**src/rtl/rr_enc_pkg.sv**
```systemverilog
// Shared sizes, types and helpers for the round-robin 8:3 encoder.
package rr_enc_pkg;
  localparam int N = 8;
  localparam int W = 3;

  typedef logic [N-1:0] req_t;
  typedef logic [W-1:0] idx_t;

  function automatic req_t onehot(input idx_t i);
    req_t r;
    r    = '0;
    r[i] = 1'b1;
    return r;
  endfunction
endpackage

```
**src/rtl/rr_first_set.sv**
```systemverilog
// Combinational circular search: first set request bit at or after start.
module rr_first_set
  import rr_enc_pkg::*;
(
  input  logic [N-1:0] req,
  input  logic [W-1:0] start,
  output logic [W-1:0] sel,
  output logic         any
);
  req_t rot;
  idx_t off;

  always_comb begin
    rot = '0;
    for (int i = 0; i < N; i++) begin
      rot[i] = req[idx_t'(start + idx_t'(i))];
    end
  end

  // Descending scan so the lowest set bit of the rotated vector wins.
  always_comb begin
    off = '0;
    for (int i = N - 1; i >= 0; i--) begin
      if (rot[i]) off = idx_t'(i);
    end
  end

  assign sel = idx_t'(start + off);
  assign any = |req;
endmodule

```
**src/rtl/rr_encoder8_3.sv**
```systemverilog
// Registered round-robin priority encoder with valid/ready output handshake.
module rr_encoder8_3
  import rr_enc_pkg::*;
(
  input  logic         clk,
  input  logic         reset_n,
  input  logic         en,
  input  logic [N-1:0] req,
  input  logic         out_ready,
  output logic         out_valid,
  output logic [W-1:0] idx,
  output logic [N-1:0] grant,
  output logic         none
);
  idx_t ptr;
  idx_t idx_inc;
  idx_t start;
  idx_t sel;
  logic any;
  logic accept;
  logic free;

  assign accept  = out_valid & out_ready;
  assign free    = ~out_valid | out_ready;
  assign idx_inc = idx_t'(idx + 1'b1);
  // The consumer taking idx this cycle demotes it to lowest priority now.
  assign start   = accept ? idx_inc : ptr;

  rr_first_set u_first_set (
    .req   (req),
    .start (start),
    .sel   (sel),
    .any   (any)
  );

  always_ff @(posedge clk) begin
    if (!reset_n) begin
      ptr       <= '0;
      out_valid <= 1'b0;
      idx       <= '0;
      grant     <= '0;
      none      <= 1'b1;
    end else begin
      if (accept) ptr <= idx_inc;
      if (free && en) begin
        if (any) begin
          idx       <= sel;
          grant     <= onehot(sel);
          out_valid <= 1'b1;
          none      <= 1'b0;
        end else begin
          out_valid <= 1'b0;
          grant     <= '0;
          none      <= 1'b1;
        end
      end else if (accept) begin
        out_valid <= 1'b0;
        grant     <= '0;
      end
    end
  end
endmodule

```
**config.mk**
```make
export PLATFORM = sky130hd
export DESIGN_NAME = rr_encoder8_3
export DESIGN_NICKNAME = d
export VERILOG_FILES = /design/src/rtl/rr_enc_pkg.sv /design/src/rtl/rr_first_set.sv /design/src/rtl/rr_encoder8_3.sv
export SDC_FILE = /design/constraint.sdc
export NUM_CORES = 1
export LEC_CHECK = 0
export ABC_CLOCK_PERIOD_IN_PS = 11700
export BUFFER_PORTS_ARGS = -buffer_cell sky130_fd_sc_hd__buf_2
export CORE_MARGIN = 5
export CORE_UTILIZATION = 30
export DETAILED_ROUTE_END_ITERATION = 6
export SETUP_SLACK_MARGIN = 0.4
export SYNTH_ARGS = -nofsm -noshare
export SYNTH_HDL_FRONTEND = slang
export SYNTH_SLANG_ARGS = --single-unit
```
**constraint.sdc**
```tcl
create_clock -name clk -period 11.7 [get_ports clk]
set_clock_uncertainty 0.2 [all_clocks]
set_input_delay 0.585 -clock clk [delete_from_list [all_inputs] [get_ports clk]]
set_output_delay 0.585 -clock clk [all_outputs]
set_load 0.005 [all_outputs]
```
==> reports/metrics.cfg, run 1 <==
[status]
outcome=finished, final reports clean

[hold_path]
holdPathStages=2
hp-class=flip-flop to flip-flop

[sta]
min_period_ns=4.327
hold_viol_final=0
fmax_mhz=231.1
final_max_slew_viol_count=0
hold_ws_ns=0.2558
worst_slew_pin_slew_ns=0.8013
setup_violations=0
rsz0062_at_grt=false
fin_ws_ns=7.373
max_slew_margin_pct=46.58
fin_setup_tns_ns=0
period_share_pct=36.98

[floorplanning]
die-area_um2=5740
start_util_pct=30.43
die_width_um=75.77
placementRows=24
die_h_um=75.77
core_area_um2=4264
io_pins=25

[finish]
diodes=0
multi_input_comb_area_um2=913.4
final-seq-area_um2=320.3
syn2layout_area_growth_pct=15.33
final_cell_area_um2=1496
drive_gt1_share_pct=26.01
fin_cells=225
nets=190
fillers=450

[pwr]
power.net_switching_uw=75.23
seqPwrFrac_pct=32.0
powerDensity_nw_per_um2=136.8
internal_power_uw=129.4
ir_drop_mv=0.09226
combinationalPowerShare_pct=44.2
p_sw_share_pct=36.76
p_leak_uw=0.0006708
clkPwrFrac_pct=23.8

[cts]
cts_num_sinks=16
hold_buffers=0
worstSkewPairLatency_ns=0.25
cts_buffers=3
clk_pin_slew_ns=0.06
cts-htree-levels=1
cts_tree=yes
clock_path_buffers=2
postCtsSetupRepairBufs=0
cts_resized=0
cts.root.buffer_cell=clkbuf_8

[detailed_routing]
remaining_drc_errors=0
routedWlPerCell_um=13.87
vias_per_cell=5.302
vias=1193
drt_pass1_iterations=4
routed_wl_mm=3.120
drtIter0Drc=63
ant_nets=0

[synth]
ys_seq_area_share_pct=24.69
ys_warn_count=0
avgSynthCellArea_um2=8.593
synth_ff_type=dfxtp_1
synthArstFlopShare_pct=0
synth.largest_area_cell=dfxtp_1
syn_nets=167
synth_cell_types=51
ys_seq_elements=16
syn_area_um2=1297
post-synth-top-area-fraction_pct=24.69
synthCells=151
synth_edf_count=0
synthTopCellsByArea=dfxtp_1 (25%), nand3_1 (7.3%), o21ai_0 (4.2%), nand2_1 (4.1%), mux2i_1 (3.9%)

[worst_setup_path]
cp_top_family=multiplexers
cp.depth=13
required_ns=11.62
path_cells=nand2_1 > mux2_2 > ha_1 > xnor2_2 > mux4_2 > a221o_1 > a21oi_1 > ha_1 > inv_1 > fa_1 > xnor2_1 > xnor2_2 > o21ai_0
critical_path_class=flip-flop to flip-flop
r2r_cells=13
worst_setup_path_start_kind=flip-flop
critPathBufInv=1
crit_path_end_kind=flip-flop
cpPeakStageDelay_ns=0.56
path_max_fanout=12
slowest_stage=mux4_2
crit_arrival_ns=4.24

[global_routing]
grt_pass1_vias=1124
grtUsageTotal_pct=11.82
grt_first_pass_wirelength_mm=5.278
grt_start_max_net_pins=13
grt_overflow_total=0
grt_antenna_before_repair=0

[placement]
dp_hpwl_mm=2.470
place.gp.congestion=0.8291
placement.io_buffers=24
dp.cells=221
post_dp_cell_area_um2=1441
place_ws_ns=7.134

[run]
maxCapViolCount=0

==> cell families (layout without fill, tap and decap cells) <==
group                      Yosys count  count (layout)  synth area share (%)
and+or+nand+nor                     59              59                 25.75
adders and majority gates            4               4                 4.436
buffers and inverters               12              34                 4.918
muxes                                8               8                 8.197
xor gates and xnor gates             8               8                 6.557
AOI/OAI and AO/OA                   44              44                 25.46
DFF                                 16              16                 24.69
==> registers in the layout (all words and copies together) (netlist names) <==
signal / count
grant: 8
out_valid: 1
ptr: 3
idx: 3
none: 1
==> cell type report <==
type	instances	area share, %
Multi-Input combinational cell	123	61.04
Tap cell	52	4.348
Timing Repair Buffer	24	8.027
Sequential cell	16	21.40
Clock buffer	4	3.679
Inverter	6	1.505
==> routing by layer <==
layer | part of all wire (%) | track usage [%] | wire length (µm) | vias up
li1 | - | - | - | 608
met2 | 41 | 17.30 | 1289 | 42
met5 | 0 | 0 | 0 | -
met1 | 49 | 17.58 | 1542 | 539
met3 | 7.9 | 1.979 | 247 | 4
met4 | 1.3 | 3.495 | 40 | 0
==> synthesized netlist by cell type (2+ instances only) <==
| cell type | count |
|---|---|
| xnor2_2 | 2 |
| a211o_1 | 2 |
| a31o_2 | 2 |
| mux4_2 | 2 |
| a211oi_1 | 2 |
| xnor2_1 | 5 |
| nand4_1 | 2 |
| buf_6 | 2 |
| a22o_1 | 3 |
| a21oi_1 | 9 |
| nor4_1 | 2 |
| nor2_1 | 3 |
| and2_1 | 3 |
| dfxtp_1 | 16 |
| nand3_1 | 19 |
| a21boi_0 | 2 |
| nand2_1 | 14 |
| inv_1 | 6 |
| and3_1 | 2 |
| o21ai_0 | 11 |
| ha_1 | 3 |
| buf_1 | 2 |
| nor2b_1 | 2 |
| nand2b_1 | 4 |
| mux2i_1 | 5 |
==> per-stage QoR <==
step           utilization, %  total power [µW]
2_1_floorplan               -             135.4
3_3_place_gp            33.80             156.5
3_5_place_dp            33.80             156.8
4_1_cts                 35.09             206.5
5_1_grt                 35.09             220.3
6_report                35.09             204.6
==> path summary, 6_finish.rpt <==
kind / slack, ns / to / start
worst min register to register: 0.26 / grant[6] / grant[6]
worst max register to register: 7.37 / grant[4] / out_valid
worst max-delay path: 7.37 / grant[4] / out_valid
worst min-delay path: 0.26 / grant[6] / grant[6]
==> cells in the final DEF, fill, tap and decap left out, types with 2 or more instances in the layout <==
| master | count |
|---|---|
| a211o_1 | 2 |
| inv_1 | 6 |
| nand2b_1 | 4 |
| a21boi_0 | 2 |
| nand2_1 | 14 |
| nor2b_1 | 2 |
| xnor2_2 | 2 |
| mux4_2 | 2 |
| nand3_1 | 19 |
| clkbuf_8 | 4 |
| nand4_1 | 2 |
| a22o_1 | 3 |
| o21ai_0 | 11 |
| dfxtp_1 | 16 |
| mux2i_1 | 5 |
| buf_2 | 24 |
| ha_1 | 3 |
| and3_1 | 2 |
| a31o_2 | 2 |
| xnor2_1 | 5 |
| a21oi_1 | 9 |
| nor4_1 | 2 |
| and2_1 | 3 |
| a211oi_1 | 2 |
| nor2_1 | 3 |
==> worst min-delay path, stage by stage (launching register included) <==
cell and delay [ns]:
dfxtp_1 0.32, nand2_1 0.06, o41ai_2 0.04
==> power by group through the flow <==
stage	clock network, µW	registers, µW	logic, µW
4_1_cts	50.2	65.4	90.9
5_1_grt	52.7	66.3	101
3_3_place_gp	0	66.7	89.8
3_5_place_dp	0	66.6	90.2
6_report	48.8	65.4	90.4
2_1_floorplan	0	65.8	69.6
(Power assumes the default switching activity.)
==> inputs of run 2 (changes only) <==
--- a/config.mk
+++ b/config.mk
@@ -5,7 +5,7 @@
 export SDC_FILE = /design/constraint.sdc
 export NUM_CORES = 1
 export LEC_CHECK = 0
-export ABC_CLOCK_PERIOD_IN_PS = 11700
+export ABC_CLOCK_PERIOD_IN_PS = 4300
 export BUFFER_PORTS_ARGS = -buffer_cell sky130_fd_sc_hd__buf_2
 export CORE_MARGIN = 5
 export CORE_UTILIZATION = 30
==> constraint.sdc (replaced) <==
create_clock -name clk -period 4.3 [get_ports clk]
set_clock_uncertainty 0.2 [all_clocks]
set_input_delay 0.215 -clock clk [delete_from_list [all_inputs] [get_ports clk]]
set_output_delay 0.215 -clock clk [all_outputs]
set_load 0.005 [all_outputs]
==> run 2 against run 1 <==
Effect of this change: design area up 16%; sequential power rose to 2.7 times the previous value; routed wire length up 16%; largest cell class unchanged.
==> reports/metrics.cfg, run 2 (synthesis results as in run 1) <==
[cts]
clock_path_buffers=2  ; unchanged
worstSkewPairLatency_ns=0.24  ; about the same
clk_pin_slew_ns=0.06  ; about the same
cts_buffers=3  ; unchanged
cts_num_sinks=16  ; unchanged
cts_tree=yes
cts-htree-levels=1  ; unchanged
cts.root.buffer_cell=clkbuf_8

[worst_setup_path]
cp_top_family=adder cells
r2r_end=grant[0]
path_max_fanout=5  ; -7
critPathBufInv=1  ; unchanged
critical_path_class=flip-flop to flip-flop
required_ns=4.23  ; -7.39 ns
cpMostUsedCell=xnor2_4
slowest_stage=mux4_2
cp.depth=13  ; unchanged
crit_path_end_kind=flip-flop
reg2reg_from=idx[1]
worst_setup_path_start_kind=flip-flop
r2r_cells=13  ; unchanged
path_cells=ha_4 > mux2_4 > ha_4 > xnor2_4 > mux4_2 > a221o_1 > a21oi_2 > ha_2 > inv_2 > fa_2 > xnor2_4 > xnor2_4 > a32o_1
cpPeakStageDelay_ns=0.54  ; -0.02 ns
crit_arrival_ns=3.80  ; -0.44 ns
r2r_slack_ns=0.44  ; -6.94 ns

[detailed_routing]
routedWlPerCell_um=15.13  ; +9.1%
drtIter0Drc=95  ; +51%
drt_pass1_iterations=4  ; unchanged
remaining_drc_errors=0  ; unchanged
ant_nets=0  ; unchanged
vias_per_cell=5.356  ; +1.0%
vias=1280  ; +7.3%
routed_wl_mm=3.615  ; +16%

[hold_path]
min_to=none
hp-class=primary input to flip-flop
holdPathStages=2  ; unchanged
hold_start=reset_n

[sta]
rsz0062_at_grt=true
hold_viol_final=0  ; unchanged
setup_violations=0  ; unchanged
max_slew_margin_pct=45.37  ; -1.2 points
period_share_pct=89.82  ; +53 points
worst_slew_pin_slew_ns=0.8195  ; +0.01819 ns
fin_setup_tns_ns=0  ; unchanged
final_max_slew_viol_count=0  ; unchanged
min_period_ns=3.862  ; -0.4648 ns
fmax_mhz=258.9  ; +12%

[floorplanning]
die_h_um=75.77  ; unchanged
die_width_um=75.77  ; unchanged
core_area_um2=4264  ; unchanged
placementRows=24  ; unchanged
start_util_pct=30.43  ; unchanged
die-area_um2=5740  ; unchanged
io_pins=25  ; unchanged

[finish]
largest-register=grant
reg_top3=grant: 8 flops, idx: 3 flops, ptr: 3 flops
drive_gt1_share_pct=38.50  ; +12 points
nets=204  ; +7.4%
syn2layout_area_growth_pct=33.65
final_common_cell=buf_2
final_cell_area_um2=1734  ; +16%
diodes=0  ; unchanged
most-common-layout-cells=buf_2 (24), nand3_1 (19), nand2_1 (13), dfxtp_1 (12), buf_4 (12)
largest_register_ffs=8  ; unchanged

[global_routing]
grt_pass1_vias=1203  ; +7.0%
grt_overflow_total=0  ; unchanged
grt_antenna_before_repair=0  ; unchanged
grt_start_max_net_pins=13  ; unchanged
grt_first_pass_wirelength_mm=5.609  ; +6.3%
grtUsageTotal_pct=12.60  ; +0.77 points

[placement]
place.gp.congestion=0.8197  ; -1.1%
dp_hpwl_mm=2.577  ; +4.3%
placement.io_buffers=24  ; unchanged
post_dp_cell_area_um2=1479  ; +2.6%

[pwr]
powerDensity_nw_per_um2=359.3  ; +160%
p_leak_uw=0.0007738  ; +15%
ir_drop_mv=0.2265  ; +150%

[status]
outcome=finished, final reports clean

[run]
maxCapViolCount=0  ; unchanged

## run 2: cell types whose count changed in the layout (fill, tap and decap cells not counted), sizes merged
cell	delta
xnor2	+1
buf	+12
dlymetal6s2s	+1
## run 2: final cells by class
cell class	instances	area, µm²
inverters	6	22.52
fillers	453	2530
clock buffers	4	55.05
flip-flops and latches	16	332.8
well taps	52	65.06
repair buffers	37	222.7
multi-input cells	124	1036
## run 2: stage by stage
stage	power [µW]	hold WS, ns	util (%)	worst slack (ns)	instances
floorplan	371.5	0.1983	-	0.4057	151
global placement	434.4	0.2419	34.68	0.2524	224
detailed placement	435.0	0.2470	34.68	0.1209	224
CTS	600.1	0.05514	38.20	0.4020	232
global route	673.9	0.05882	40.67	0.3091	239
finish	623.0	0.05415	40.67	0.4377	239
## run 2: where the power goes
group	switching [µW]	internal (µW)	leakage [µW]	total (µW)
combinational	165	150	0.000612	316
clock	47.4	81.0	0.0000288	128
sequential	14.1	165	0.000133	179
## run 2: worst max-delay path by stage
stage,end,start,slack [ns]
CTS,grant[0],idx[0],0.40
finish,grant[0],idx[1],0.44
floorplan,grant[0],idx[0],0.41
detailed placement,grant[4],idx[0],0.12
global placement,grant[5],out_valid,0.25
global route,grant[0],idx[1],0.31
## run 2: metal layers
layer | GRT usage (%) | up-vias | part of all wire, %
met5 | 0 | - | 0
met4 | 4.466 | 0 | 1.5
met3 | 2.507 | 6 | 5.5
met2 | 19.68 | 40 | 46
met1 | 17.17 | 600 | 47
li1 | - | 634 | -
## run 2: worst register-to-register path, cell delays in order (launching register included)
cell and delay (ns):
dfxtp_4 0.36, ha_4 0.24, mux2_4 0.29, ha_4 0.18, xnor2_4 0.15, mux4_2 0.54, a221o_1 0.39, a21oi_2 0.15
ha_2 0.18, inv_2 0.03, fa_2 0.37, xnor2_4 0.28, xnor2_4 0.13, a32o_1 0.26
## run 2: what timing repair did
action,CTS,global route
resized for setup,10,10
setup buffers,3,7
hold buffers,0,0
pin swaps,5,13
gates cloned,1,0
setup endpoints to repair,10,9
